**src/rtl/semaforo_multi_if.sv**
```systemverilog
// -----------------------------------------------------------------------------
// semaforo_multi_if
//   Bundles the lamp/button signals of the N-way traffic-light controller.
//   master : board side (drives the button, reads the lamps)
//   slave  : controller side (samples the button, drives the lamps)
//   Signals:
//     bt       pedestrian button level
//     luz      3 bits per approach, way k at luz[3k+2:3k] (001 G, 010 Y, 100 R)
//     ped      pedestrian walk lamp
//     fase     index of the approach owning the current green/yellow/clearance
//     noturno  night (flashing) mode request, only with SEMAFORO_NOTURNO_EN
// -----------------------------------------------------------------------------
interface semaforo_multi_if #(
  parameter int N_VIAS = 2
);
  localparam int FW = $clog2(N_VIAS);

  logic                bt;
  logic [3*N_VIAS-1:0] luz;
  logic                ped;
  logic [FW-1:0]       fase;

`ifdef SEMAFORO_NOTURNO_EN
  logic                noturno;

  modport master (output bt, output noturno, input luz, input ped, input fase);
  modport slave  (input bt, input noturno, output luz, output ped, output fase);
`else
  modport master (output bt, input luz, input ped, input fase);
  modport slave  (input bt, output luz, output ped, output fase);
`endif
endinterface

```
**src/rtl/semaforo_multi.sv**
```systemverilog
// -----------------------------------------------------------------------------
// semaforo_multi
//   N-way round-robin traffic-light controller with latched pedestrian request.
//   Each approach gets green, then yellow, then an all-red clearance; a pending
//   pedestrian request inserts an all-red walk phase after the clearance.
//
//   Optional feature macro: SEMAFORO_NOTURNO_EN adds the noturno input and the
//   PISCA (flashing yellow) night state.
//
//   Ports:
//     clk   rising-edge system clock
//     rst   asynchronous reset, active low
//     bus   semaforo_multi_if.slave: bt in, luz/ped/fase out (noturno in when
//           the night feature is built)
//   All outputs come straight from flops.
// -----------------------------------------------------------------------------
module semaforo_multi #(
  parameter int N_VIAS     = 2,
  parameter int CW         = 8,
  parameter int T_VERDE    = 1,
  parameter int T_AMARELO  = 3,
  parameter int T_VERMELHO = 2,
  parameter int T_PED      = 4
) (
  input  logic             clk,
  input  logic             rst,
  semaforo_multi_if.slave  bus
);

  localparam int FW = $clog2(N_VIAS);
  localparam int LW = 3 * N_VIAS;
  localparam int TMAX = (1 << CW) - 1;

  localparam logic [2:0] LAMP_VERDE    = 3'b001;
  localparam logic [2:0] LAMP_AMARELO  = 3'b010;
  localparam logic [2:0] LAMP_VERMELHO = 3'b100;

  if (N_VIAS < 2 || N_VIAS > 8) begin : g_bad_n_vias
    $error("semaforo_multi: N_VIAS must be 2..8");
  end
  if (T_VERDE < 1 || T_VERDE > TMAX || T_AMARELO < 1 || T_AMARELO > TMAX ||
      T_VERMELHO < 1 || T_VERMELHO > TMAX || T_PED < 1 || T_PED > TMAX) begin : g_bad_t
    $error("semaforo_multi: every T_* must be 1..2^CW-1");
  end

`ifdef SEMAFORO_NOTURNO_EN
  localparam int SW = 3;
`else
  localparam int SW = 2;
`endif

  typedef enum logic [SW-1:0] {
    VERDE,
    AMARELO,
    VERMELHO,
    PEDESTRE
`ifdef SEMAFORO_NOTURNO_EN
    , PISCA
`endif
  } state_t;

  // Terminal count of each timed phase.
  function automatic logic [CW-1:0] last_cnt(input state_t s);
    logic [CW-1:0] v;
    v = '0;
    case (s)
      VERDE:    v = CW'(T_VERDE - 1);
      AMARELO:  v = CW'(T_AMARELO - 1);
      VERMELHO: v = CW'(T_VERMELHO - 1);
      PEDESTRE: v = CW'(T_PED - 1);
      default:  v = '0;
    endcase
    return v;
  endfunction

  // Lamp pattern for a normal (non-flashing) state: only the owning way can
  // show green or yellow, everyone else is red.
  function automatic logic [LW-1:0] lamps(input state_t s, input logic [FW-1:0] f);
    logic [LW-1:0] v;
    v = '0;
    for (int k = 0; k < N_VIAS; k++) begin
      v[3*k +: 3] = LAMP_VERMELHO;
      if (FW'(k) == f) begin
        if (s == VERDE)        v[3*k +: 3] = LAMP_VERDE;
        else if (s == AMARELO) v[3*k +: 3] = LAMP_AMARELO;
      end
    end
    return v;
  endfunction

  state_t          state_q, state_d;
  logic [CW-1:0]   cnt_q, cnt_d;
  logic [FW-1:0]   fase_q, fase_d;
  logic            req_q, req_d;
  logic [LW-1:0]   luz_q, luz_d;
  logic            ped_q, ped_d;
`ifdef SEMAFORO_NOTURNO_EN
  logic            blink_q, blink_d;
`endif

  logic            phase_end;
  logic [FW-1:0]   fase_nxt;

  always_comb begin
    state_d   = state_q;
    cnt_d     = cnt_q;
    fase_d    = fase_q;
    req_d     = req_q;
`ifdef SEMAFORO_NOTURNO_EN
    blink_d   = blink_q;
`endif
    phase_end = (cnt_q == last_cnt(state_q));
    fase_nxt  = (fase_q == FW'(N_VIAS - 1)) ? '0 : fase_q + 1'b1;

    // Presses during the walk phase are dropped; later overrides clear it on
    // the entry edge and in night mode.
    if (bus.bt && (state_q != PEDESTRE)) req_d = 1'b1;

`ifdef SEMAFORO_NOTURNO_EN
    if (state_q == PISCA) begin
      req_d = 1'b0;
      if (bus.noturno) begin
        blink_d = ~blink_q;
      end else begin
        state_d = VERMELHO;
        cnt_d   = '0;
      end
    end else if (phase_end && bus.noturno) begin
      state_d = PISCA;
      cnt_d   = '0;
      req_d   = 1'b0;
      blink_d = 1'b1;
    end else
`endif
    if (phase_end) begin
      cnt_d = '0;
      case (state_q)
        VERDE:    state_d = AMARELO;
        AMARELO:  state_d = VERMELHO;
        VERMELHO: begin
          if (req_q) begin
            state_d = PEDESTRE;
            req_d   = 1'b0;
          end else begin
            state_d = VERDE;
            fase_d  = fase_nxt;
          end
        end
        PEDESTRE: begin
          state_d = VERDE;
          fase_d  = fase_nxt;
        end
        default: ;
      endcase
    end else begin
      cnt_d = cnt_q + 1'b1;
    end

    // Outputs are decoded from the next state so they register in step with it.
    luz_d = lamps(state_d, fase_d);
`ifdef SEMAFORO_NOTURNO_EN
    if (state_d == PISCA) luz_d = {N_VIAS{blink_d ? LAMP_AMARELO : 3'b000}};
`endif
    ped_d = (state_d == PEDESTRE);
  end

  always_ff @(posedge clk or negedge rst) begin
    if (!rst) begin
      state_q <= VERDE;
      cnt_q   <= '0;
      fase_q  <= '0;
      req_q   <= 1'b0;
      luz_q   <= lamps(VERDE, '0);
      ped_q   <= 1'b0;
`ifdef SEMAFORO_NOTURNO_EN
      blink_q <= 1'b0;
`endif
    end else begin
      state_q <= state_d;
      cnt_q   <= cnt_d;
      fase_q  <= fase_d;
      req_q   <= req_d;
      luz_q   <= luz_d;
      ped_q   <= ped_d;
`ifdef SEMAFORO_NOTURNO_EN
      blink_q <= blink_d;
`endif
    end
  end

  assign bus.luz  = luz_q;
  assign bus.ped  = ped_q;
  assign bus.fase = fase_q;

endmodule

```
**src/flat_wrapper.sv**
```systemverilog
// flat-port wrapper written by rule: the top's interface ports become plain ports
module semaforo_multi_flat 
#(
  parameter int N_VIAS     = 2,
  parameter int CW         = 8,
  parameter int T_VERDE    = 1,
  parameter int T_AMARELO  = 3,
  parameter int T_VERMELHO = 2,
  parameter int T_PED      = 4
)
  (clk, rst, bus_bt, bus_luz, bus_ped, bus_fase);
  semaforo_multi_if #(.N_VIAS(N_VIAS)) bus_i ();
  input  logic clk;
  input  logic rst;
  input wire logic [$bits(bus_i.bt)-1:0] bus_bt;
  output wire logic [$bits(bus_i.luz)-1:0] bus_luz;
  output wire logic [$bits(bus_i.ped)-1:0] bus_ped;
  output wire logic [$bits(bus_i.fase)-1:0] bus_fase;
  assign bus_i.bt = bus_bt;
  assign bus_luz = bus_i.luz;
  assign bus_ped = bus_i.ped;
  assign bus_fase = bus_i.fase;
  semaforo_multi #(.N_VIAS(N_VIAS), .CW(CW), .T_VERDE(T_VERDE), .T_AMARELO(T_AMARELO), .T_VERMELHO(T_VERMELHO), .T_PED(T_PED)) u_core (.clk(clk), .rst(rst), .bus(bus_i));
endmodule
```
**config.mk**
```make
export PLATFORM = sky130hd
export DESIGN_NAME = semaforo_multi_flat
export DESIGN_NICKNAME = d
export VERILOG_FILES = /design/src/rtl/semaforo_multi_if.sv /design/src/rtl/semaforo_multi.sv /design/src/flat_wrapper.sv
export SDC_FILE = /design/constraint.sdc
export NUM_CORES = 1
export LEC_CHECK = 0
export CAP_MARGIN = 0
export CORE_MARGIN = 1.5
export CORE_UTILIZATION = 50
export DETAILED_ROUTE_END_ITERATION = 10
export PLACE_DENSITY = 0.69
export SYNTH_ARGS = -nofsm -noshare
export SYNTH_HDL_FRONTEND = slang
export SYNTH_SLANG_ARGS = --single-unit
export TNS_END_PERCENT = 10
```
**constraint.sdc**
```tcl
create_clock -name clk -period 2.95 [get_ports clk]
set_input_delay 0.59 -clock clk [delete_from_list [all_inputs] [get_ports clk]]
set_output_delay 0.59 -clock clk [all_outputs]
set_load 0.02 [all_outputs]
```
After elaboration in Yosys (flattened, before gate mapping)
Index checks and enable logic that the tools add are counted.
{ "word_totals": {"register_bits": 19, "in_bits": 3, "out_inout_bits": 8, "word_cells": 35} }
{ "classes": {"add_sub_neg": 2, "n_eq_ne": 7, "muxes": 17, "reduce_logical": 3} }
{ "op_table": {"columns": ["operator", "count"], "rows": [
  ["$pmux 8 s4", 1],
  ["$mux 3", 4],
  ["$add 8x1->8 const B", 1],
  ["$eq 8x8->1", 1],
  ["$mux 8", 1],
  ["$pmux 2 s4", 1],
  ["$mux 1", 7],
  ["$eq 2x2->1 const B", 3],
  ["$eq 2x1->1 const B", 2],
  ["$logic_not 2->1", 2],
  ["$mux 2", 2],
  ["$ne 2x2->1 const B", 1],
  ["$pmux 1 s2", 1],
  ["$add 1x1->1 const B", 1],
  ["$logic_and 1x1->1", 1]
]} }

Logic depth before layout (Yosys ltp)
Gate-level depths: netlist of run 1.
{ "logic_depth": {"word_depth": 8, "depth_mapped": 6, "mapped_depth_nobuf": 4} }

Worst setup path before layout of run 1
No wires, ideal clock.
{ "synth_timing": {"path_kind": "reg-to-reg", "from": "register u_core.cnt_q[3]", "to": "register u_core.luz_q[5], in the netlist u_core.bus.luz[5]", "setup_ps": 80, "arrival_ps": 1320, "t_required_ps": 2870, "setup_slack_ps": 1550, "path_stages_with_launch": 6, "n_path_buf": 1, "synth_period_minus_slack_ps": 1400, "path_cell_list": "dfrtp_1 > nor4_2 > and4_4 > buf_6 > nand3_4 > o22a_1"} }
{ "synth_via": {"elab_chain_cells": 6, "elab_cells_between_ends": 8, "classes_between": "eq/ne: 2; mux: 5; reduce/logical: 1"} }
{ "synth_lines": {"columns": ["item", "line", "text"], "rows": [
  ["start, declared", "semaforo_multi.sv:92", "logic [CW-1:0] cnt_q, cnt_d;"],
  ["start signal, assigned", "semaforo_multi.sv:180", "cnt_q <= cnt_d;"],
  ["$eq 8x8->1 (*)", "semaforo_multi.sv:112", "phase_end = (cnt_q == last_cnt(state_q));"],
  ["$mux 2", "semaforo_multi.sv:135", "if (phase_end) begin"],
  ["$eq 2x1->1", "semaforo_multi.sv:85", "else if (s == AMARELO) v[3*k +: 3] = LAMP_AMARELO;"],
  ["$mux 3", "semaforo_multi.sv:85", null],
  ["$mux 3", "semaforo_multi.sv:84", "if (s == VERDE) v[3*k +: 3] = LAMP_VERDE;"],
  ["$mux 3 (*)", "semaforo_multi.sv:83", "if (FW'(k) == f) begin"],
  ["named net u_core.luz_d[5]", "semaforo_multi.sv:95", "logic [LW-1:0] luz_q, luz_d;"],
  ["end signal, assigned", "semaforo_multi.sv:173", "luz_q <= lamps(VERDE, '0);"],
  ["end signal, assigned", "semaforo_multi.sv:183", "luz_q <= luz_d;"],
  ["end, declared", "semaforo_multi.sv:95", null]
]} }
The timed path passes the listed nets; every way through them passes the cells marked *.

Worst setup path in the final report of run 1
{ "layout_timing": {"from": "register u_core.fase_q, in the netlist u_core.bus.fase", "to": "output port bus_fase"} }
{ "layout_lines": {"columns": ["item", "line", "text"], "rows": [
  ["start, declared", "semaforo_multi.sv:93", "logic [FW-1:0] fase_q, fase_d;"],
  ["start signal, assigned", "semaforo_multi.sv:181", "fase_q <= fase_d;"],
  ["end, declared", "flat_wrapper.sv:18", "output wire logic [$bits(bus_i.fase)-1:0] bus_fase;"]
]} }
No word-level cell between the ends.

==> flow_summary.ini, run 1 <==
[logic_synthesis]
syn_inst = 69
muxShareOfSynthArea_pct = 1.20
syn_nets = 73
synth_area_leaders = dfrtp_1 51%, xnor2_1 9.4%, dfstp_2 6.3%
synth.largest_area_cell = dfrtp_1
synth_compound_area_share_pct = 5.85
synth_xor_xnor_area_share_pct = 10.5
synth_simple_gate_area_share_pct = 19.9
ys_ff_latch = 19
synthAdderAreaFrac_pct = 1.50
synth_seq_area_share_pct = 57.3
synth_top_area_share_pct = 51.0
avgSynthCellArea_sq_um = 12.1
ys_warn_count = 0
synth_area_sq_um = 835
synth_top_family_by_area = simple AND/OR/NAND/NOR gates
ys_types = 31

[power]
combPwrFrac_pct = 38.8
internal_power_mw = 0.633
switching_share_pct = 37.8
power-per-cell-area_nw_per_um2 = 1060
p_clk_share_pct = 12.4
seq_power_share_pct = 48.8
p_total_mw = 1.02
netSwitchingPower_mw = 0.384
p_leak_nw = 0.391
peakVddDrop_uv = 483

[worst_setup_path]
slowest_delay_ps = 660
rr_worst_depth = 4
worstSetupPathType = reg2out
crit_family = buffers and inverters
r2r_slack_ps = 1410
reg2reg_to = u_core.bus.luz[2]
required_ps = 2360
r2r-start = u_core.state_q[1]
slowest_stage = clkdlybuf4s50_1
path_buf_inv = 1
worstSetupStartpointType = flip-flop
crit_chain = clkdlybuf4s50_1
crit_fanout = 9
cp.arrival_ps = 1460
end_kind = output port

[die]
io_pins = 11
core_sq_um = 1540
dieWidth_um = 43.9
die_area_sq_um = 1920
die_h_um = 43.9
start_util_pct = 54.1
row_count = 14

[hold_path]
min_path_cells = 1
min_to = u_core.cnt_q[7]
hp-class = reg2reg
hp-start = u_core.cnt_q[7]

[cts]
clk_pin_slew_worst_paths_ps = 110
root_buffer = clkbuf_4
cts_hold_buffers = 0
cts_made_buffers = 3
worstSkewPairLatency_ps = 290
cts_max_path_buffers = 2
ctsHtreeMaxLevel = 1
numClockSinks = 19
post_cts_buffers = 0
cts_resized = 0
tritoncts = yes

[layout]
final_area_sq_um = 955
layout.cells.non_filler = 95
layout-area-overhead-vs-synth_pct = 14.4
nets = 84
drive_gt1_share_pct = 12.7
diodes = 0

[run_status]
status = finished, final reports clean

[drt]
post_drt_via_cell_ratio = 5.40
drt_wl_total_mm = 1.18
via_count = 513
remaining_drc_errors = 0
routedWlPerCell_um = 12.4
drt_iter0_markers = 4
drtAntennaViolNets = 0
drtPass1Iterations = 4

[sta]
holdWs_ps = 481
finalSetupTns_ps = 0
skew_ps = 7.29
rsz0062_at_grt = false
slew_headroom_pct = 45.8
finalMaxSlewViolations = 0
fmax_ghz = 0.487
tightest_slew_ps = 810
finalCriticalPeriod_ps = 2050
fin_crit_sh_pct = 69.6
hold_viol_final = 0
setup_viol = 0

[placement]
placed_cell_area_sq_um = 927
globalplace.congestion = 0.718
port_buffers = 10
dp_hpwl_um = 809
dpl.cell_count = 91

[grt]
grt_overflow_total = 0
antenna_found_initial = 0
grt_pass1_wl_mm = 2.12
grt_pass1_vias = 513
grt_usage_pct = 15.2
grt_start_max_net_pins = 20

[run]
drv_cap = 0
[sequential cells by signal, summed over array words and instances (netlist names)]
| register | flops |
|---|---|
| u_core.req_q | 1 |
| u_core.bus.fase | 1 |
| u_core.state_q | 2 |
| u_core.bus.ped | 1 |
| u_core.bus.luz | 6 |
| u_core.cnt_q | 8 |
[worst max path at each step]
stage	start	end	slack [ps]	cells after the start
after global routing	u_core.bus.fase	bus_fase	820	1
after CTS	u_core.bus.fase	bus_fase	880	1
after detailed placement	u_core.bus.fase	bus_fase	1230	1
final	u_core.bus.fase	bus_fase	900	1
after global placement	u_core.bus.fase	bus_fase	1240	1
after floorplan	u_core.cnt_q[3]	u_core.bus.luz[5]	1550	5
[synthesized netlist by cell type (all sizes together)]
| library cell | number |
|---|---|
| and2 | 2 |
| nand4 | 1 |
| nor3 | 1 |
| o22a | 1 |
| xor2 | 1 |
| o21ai | 2 |
| nand3 | 6 |
| nor4 | 1 |
| dfrtp | 17 |
| o21a | 1 |
| nand2 | 3 |
| nor2b | 1 |
| inv | 1 |
| mux2i | 1 |
| xnor2 | 9 |
| ha | 1 |
| or4 | 1 |
| nand2b | 2 |
| nor2 | 4 |
| or3 | 1 |
| o31a | 1 |
| a21oi | 1 |
| clkbuf | 2 |
| buf | 2 |
| and4 | 1 |
| a41oi | 1 |
| dfstp | 2 |
| and3 | 2 |
[layout make-up]
class                      count  area [sq um]
clock inverter                 1          5.00
timing repair buffer          10           100
fill                         144           587
inverter                       1          3.75
multi-input combinational     45           325
tap                           16          20.0
sequential                    19           478
clock buffer                   3          22.5
[layout by cell type, fill, tap and decap left out]
cell type / count
inv_1: 1
nor4_2: 1
o21a_1: 1
xnor2_1: 9
nand2b_1: 2
o31a_1: 1
nand4_1: 1
nand3_4: 1
nand3_1: 5
or4_1: 1
clkdlybuf4s50_1: 10
a21oi_1: 1
clkinv_2: 1
and3_1: 2
and2_1: 2
dfstp_2: 2
a41oi_1: 1
xor2_1: 1
nor2b_1: 1
mux2i_1: 1
or3_1: 1
nand2_1: 3
nor2_1: 4
clkbuf_4: 3
ha_1: 1
dfrtp_1: 17
o21ai_0: 2
nor3_2: 1
o22a_1: 1
and4_4: 1
[cell families (layout without fill, tap and decap cells)]
family / count (synthesis) / after routing
flip-flops: 19 / 19
multiplexers: 1 / 1
AO/OA/AOI/OAI: 7 / 7
AND/OR/NAND/NOR: 26 / 26
adder cells (fa/ha/maj): 1 / 1
XOR/XNOR: 10 / 10
buffers and inverters: 5 / 15
[stage by stage]
| step | util [%] | worst slack [ps] |
|---|---|---|
| after global routing | 61.9 | 818 |
| after floorplan | - | 1550 |
| after global placement | 60.1 | 1240 |
| after detailed placement | 60.1 | 1230 |
| final | 61.9 | 898 |
| after CTS | 61.9 | 879 |
[per-layer routing]
layer  vias to the layer above  GRT usage, %  wire [um]
li1                        257             -          -
met1                       244          19.7        586
met2                        10          23.8        535
met3                         2          3.75         42
met4                         0          7.27         10
met5                         -             0          0
[power groups by stage]
stage          clock network (mW)  registers (mW)  logic [mW]
2_1_floorplan                   0           0.500       0.281
3_3_place_gp                    0           0.496       0.395
3_5_place_dp                    0           0.501       0.396
4_1_cts                     0.135           0.496       0.400
5_1_grt                     0.144           0.515       0.442
6_report                    0.126           0.496       0.395
[worst reg2reg max path, delay by kind of cell, from the launching register on]
| kind | cells | cell delay (ps) |
|---|---|---|
| flops | 1 | 540 |
| simple gates | 2 | 460 |
| compound gates | 1 | 240 |
| xor+xnor | 1 | 190 |
(Power assumes the default switching activity.)
==> inputs of run 2 (changes only) <==
--- a/config.mk
+++ b/config.mk
@@ -7,9 +7,9 @@
 export LEC_CHECK = 0
 export CAP_MARGIN = 0
 export CORE_MARGIN = 1.5
-export CORE_UTILIZATION = 50
+export CORE_UTILIZATION = 46
 export DETAILED_ROUTE_END_ITERATION = 10
-export PLACE_DENSITY = 0.69
+export PLACE_DENSITY = 0.67
 export SYNTH_ARGS = -nofsm -noshare
 export SYNTH_HDL_FRONTEND = slang
 export SYNTH_SLANG_ARGS = --single-unit
==> constraint.sdc (replaced) <==
create_clock -name clk -period 1.8 [get_ports clk]
set_input_delay 0.36 -clock clk [delete_from_list [all_inputs] [get_ports clk]]
set_output_delay 0.36 -clock clk [all_outputs]
set_load 0.02 [all_outputs]
==> run 2 against run 1 <==
- hold slack got worse by 89 ps
- clock-buffer cell count did not move
- global-route usage fell by 1.5 points
- critical endpoint unchanged
==> flow_summary.ini, run 2 (synthesized netlist as in run 1, its figures left out) <==
[cts]
clk_pin_slew_worst_paths_ps = 110
cts_max_path_buffers = 2
cts_made_buffers = 3
post_cts_buffers = 0
worstSkewPairLatency_ps = 290
ctsHtreeMaxLevel = 1
numClockSinks = 19
tritoncts = yes
root_buffer = clkbuf_4

[drt]
drt_iter0_markers = 1
remaining_drc_errors = 0
drtAntennaViolNets = 0
drt_wl_total_mm = 1.14
post_drt_via_cell_ratio = 4.86
drtPass1Iterations = 4
via_count = 515
routedWlPerCell_um = 10.8

[layout]
multiInputGateArea_sq_um = 325
layout.cells.non_filler = 106
layout-area-overhead-vs-synth_pct = 18.3
nets = 86
drive_gt1_share_pct = 16.0
n_fill_cell = 157
mostFrequentLayoutCells = 16 x dfrtp_1, 9 x xnor2_1, 8 x clkdlybuf4s50_1, 5 x nand3_1, 4 x nor2_1
fin_util_pct = 57.8
seqCellArea_sq_um = 479
largest_register_ffs = 8
final_area_sq_um = 987
diodes = 0
regMostFlops = u_core.cnt_q
mostFrequentLayoutCell = dfrtp_1

[sta]
finalCriticalPeriod_ps = 1740
fmax_ghz = 0.576
fin_crit_sh_pct = 96.5
hold_viol_final = 0
slew_headroom_pct = 83.7
rsz0062_at_grt = false
setup_viol = 0
finalMaxSlewViolations = 0
holdWs_ps = 392
setup_slack_ps = 62.7
finalSetupTns_ps = 0
skew_ps = 3.72
tightest_slew_ps = 244

[placement]
dp_slack_ps = 299
dp_hpwl_um = 807
globalplace.congestion = 0.706
dpl.cell_count = 102
port_buffers = 10
placed_cell_area_sq_um = 953

[die]
core_sq_um = 1710
die_h_um = 45.6
die_area_sq_um = 2080
io_pins = 11
row_count = 15
start_util_pct = 48.9
dieWidth_um = 45.6

[grt]
grt_start_max_net_pins = 20
grt_usage_pct = 13.7
grt.met1_usage_pct = 20.3
use_met2_pct = 18.3
grt_pass1_wl_mm = 1.98
top_usage_layer = met1
met3_usage_pct = 3.57
antenna_found_initial = 0
grt_overflow_total = 0
grt_pass1_vias = 460

[power]
combPwrFrac_pct = 41.2
netSwitchingPower_mw = 0.626
p_clk_share_pct = 12.4
power-per-cell-area_nw_per_um2 = 1700
peakVddDrop_uv = 749
p_total_mw = 1.68
p_leak_nw = 0.421
seq_power_share_pct = 46.5
internal_power_mw = 1.05
switching_share_pct = 37.3

[worst_setup_path]
slowest_delay_ps = 630
crit_fanout = 9
crit_chain = clkdlybuf4s50_1
slowest_stage = clkdlybuf4s50_1
path_buf_inv = 1
worstSetupStartpointType = flip-flop
crit_family = buffers and inverters
required_ps = 1440
r2r_slack_ps = 320
worstSetupPathType = reg2out
end_kind = output port
cp.arrival_ps = 1380

[run_status]
status = finished, final reports clean

[run]
drv_cap = 0

[hold_path]
hp-class = in2async
## run 2: cell types whose count changed in the layout (fill, tap and decap cells not counted)
| cell | change |
|---|---|
| dlymetal6s2s_1 | +2 |
| dfrtp_1 | -1 |
| buf_4 | +2 |
| clkdlybuf4s50_1 | -2 |
| dfrtp_2 | +1 |
## run 2: area by class of cell
type	count	share of cell area (%)
clock buffers	3	2.28
clock inverters	1	0.507
inverters	1	0.380
multi-input cells	45	33.0
flip-flops and latches	19	48.5
well taps	25	3.17
repair buffers	12	12.2
## run 2: what timing repair did
item                                    4_1_cts  5_1_grt
hold endpoints to repair                      0        0
gates cloned                                  0        0
gates resized for setup                       1        2
hold buffers                                  0        0
endpoints found under the setup margin        1        2
## run 2: power by group through the flow
stage                     clock network [mW]  registers (mW)  logic, mW
after global routing                   0.232           0.807      0.776
after CTS                              0.216           0.781      0.704
final                                  0.207           0.780      0.691
after detailed placement                   0           0.789      0.698
after global placement                     0           0.781      0.698
after floorplan                            0           0.820      0.460
## run 2: worst paths after layout
check	startpoint	to	cells after the start
min reg2reg	u_core.cnt_q[7]	u_core.cnt_q[7]	1
max in group asynchronous	rst	u_core.bus.luz[0]	2
max	u_core.bus.fase	bus_fase	1
min	rst	u_core.bus.luz[1]	2
min in group clk	u_core.cnt_q[7]	u_core.cnt_q[7]	1
max reg2reg	u_core.cnt_q[3]	u_core.bus.luz[5]	4
## run 2: per-layer routing
layer	up-vias	wire length [um]
li1	261	-
met4	0	0
met3	0	39
met1	245	594
met5	-	0
met2	9	507
==> inputs of run 3 (changes only) <==
--- a/config.mk
+++ b/config.mk
@@ -5,11 +5,13 @@
 export SDC_FILE = /design/constraint.sdc
 export NUM_CORES = 1
 export LEC_CHECK = 0
+export ABC_AREA = 0
 export CAP_MARGIN = 0
 export CORE_MARGIN = 1.5
 export CORE_UTILIZATION = 46
 export DETAILED_ROUTE_END_ITERATION = 10
 export PLACE_DENSITY = 0.67
+export SLEW_MARGIN = 20
 export SYNTH_ARGS = -nofsm -noshare
 export SYNTH_HDL_FRONTEND = slang
 export SYNTH_SLANG_ARGS = --single-unit
==> results of run 3 <==
Same layout as run 2: the final DEF is identical, and so are final timing and power.
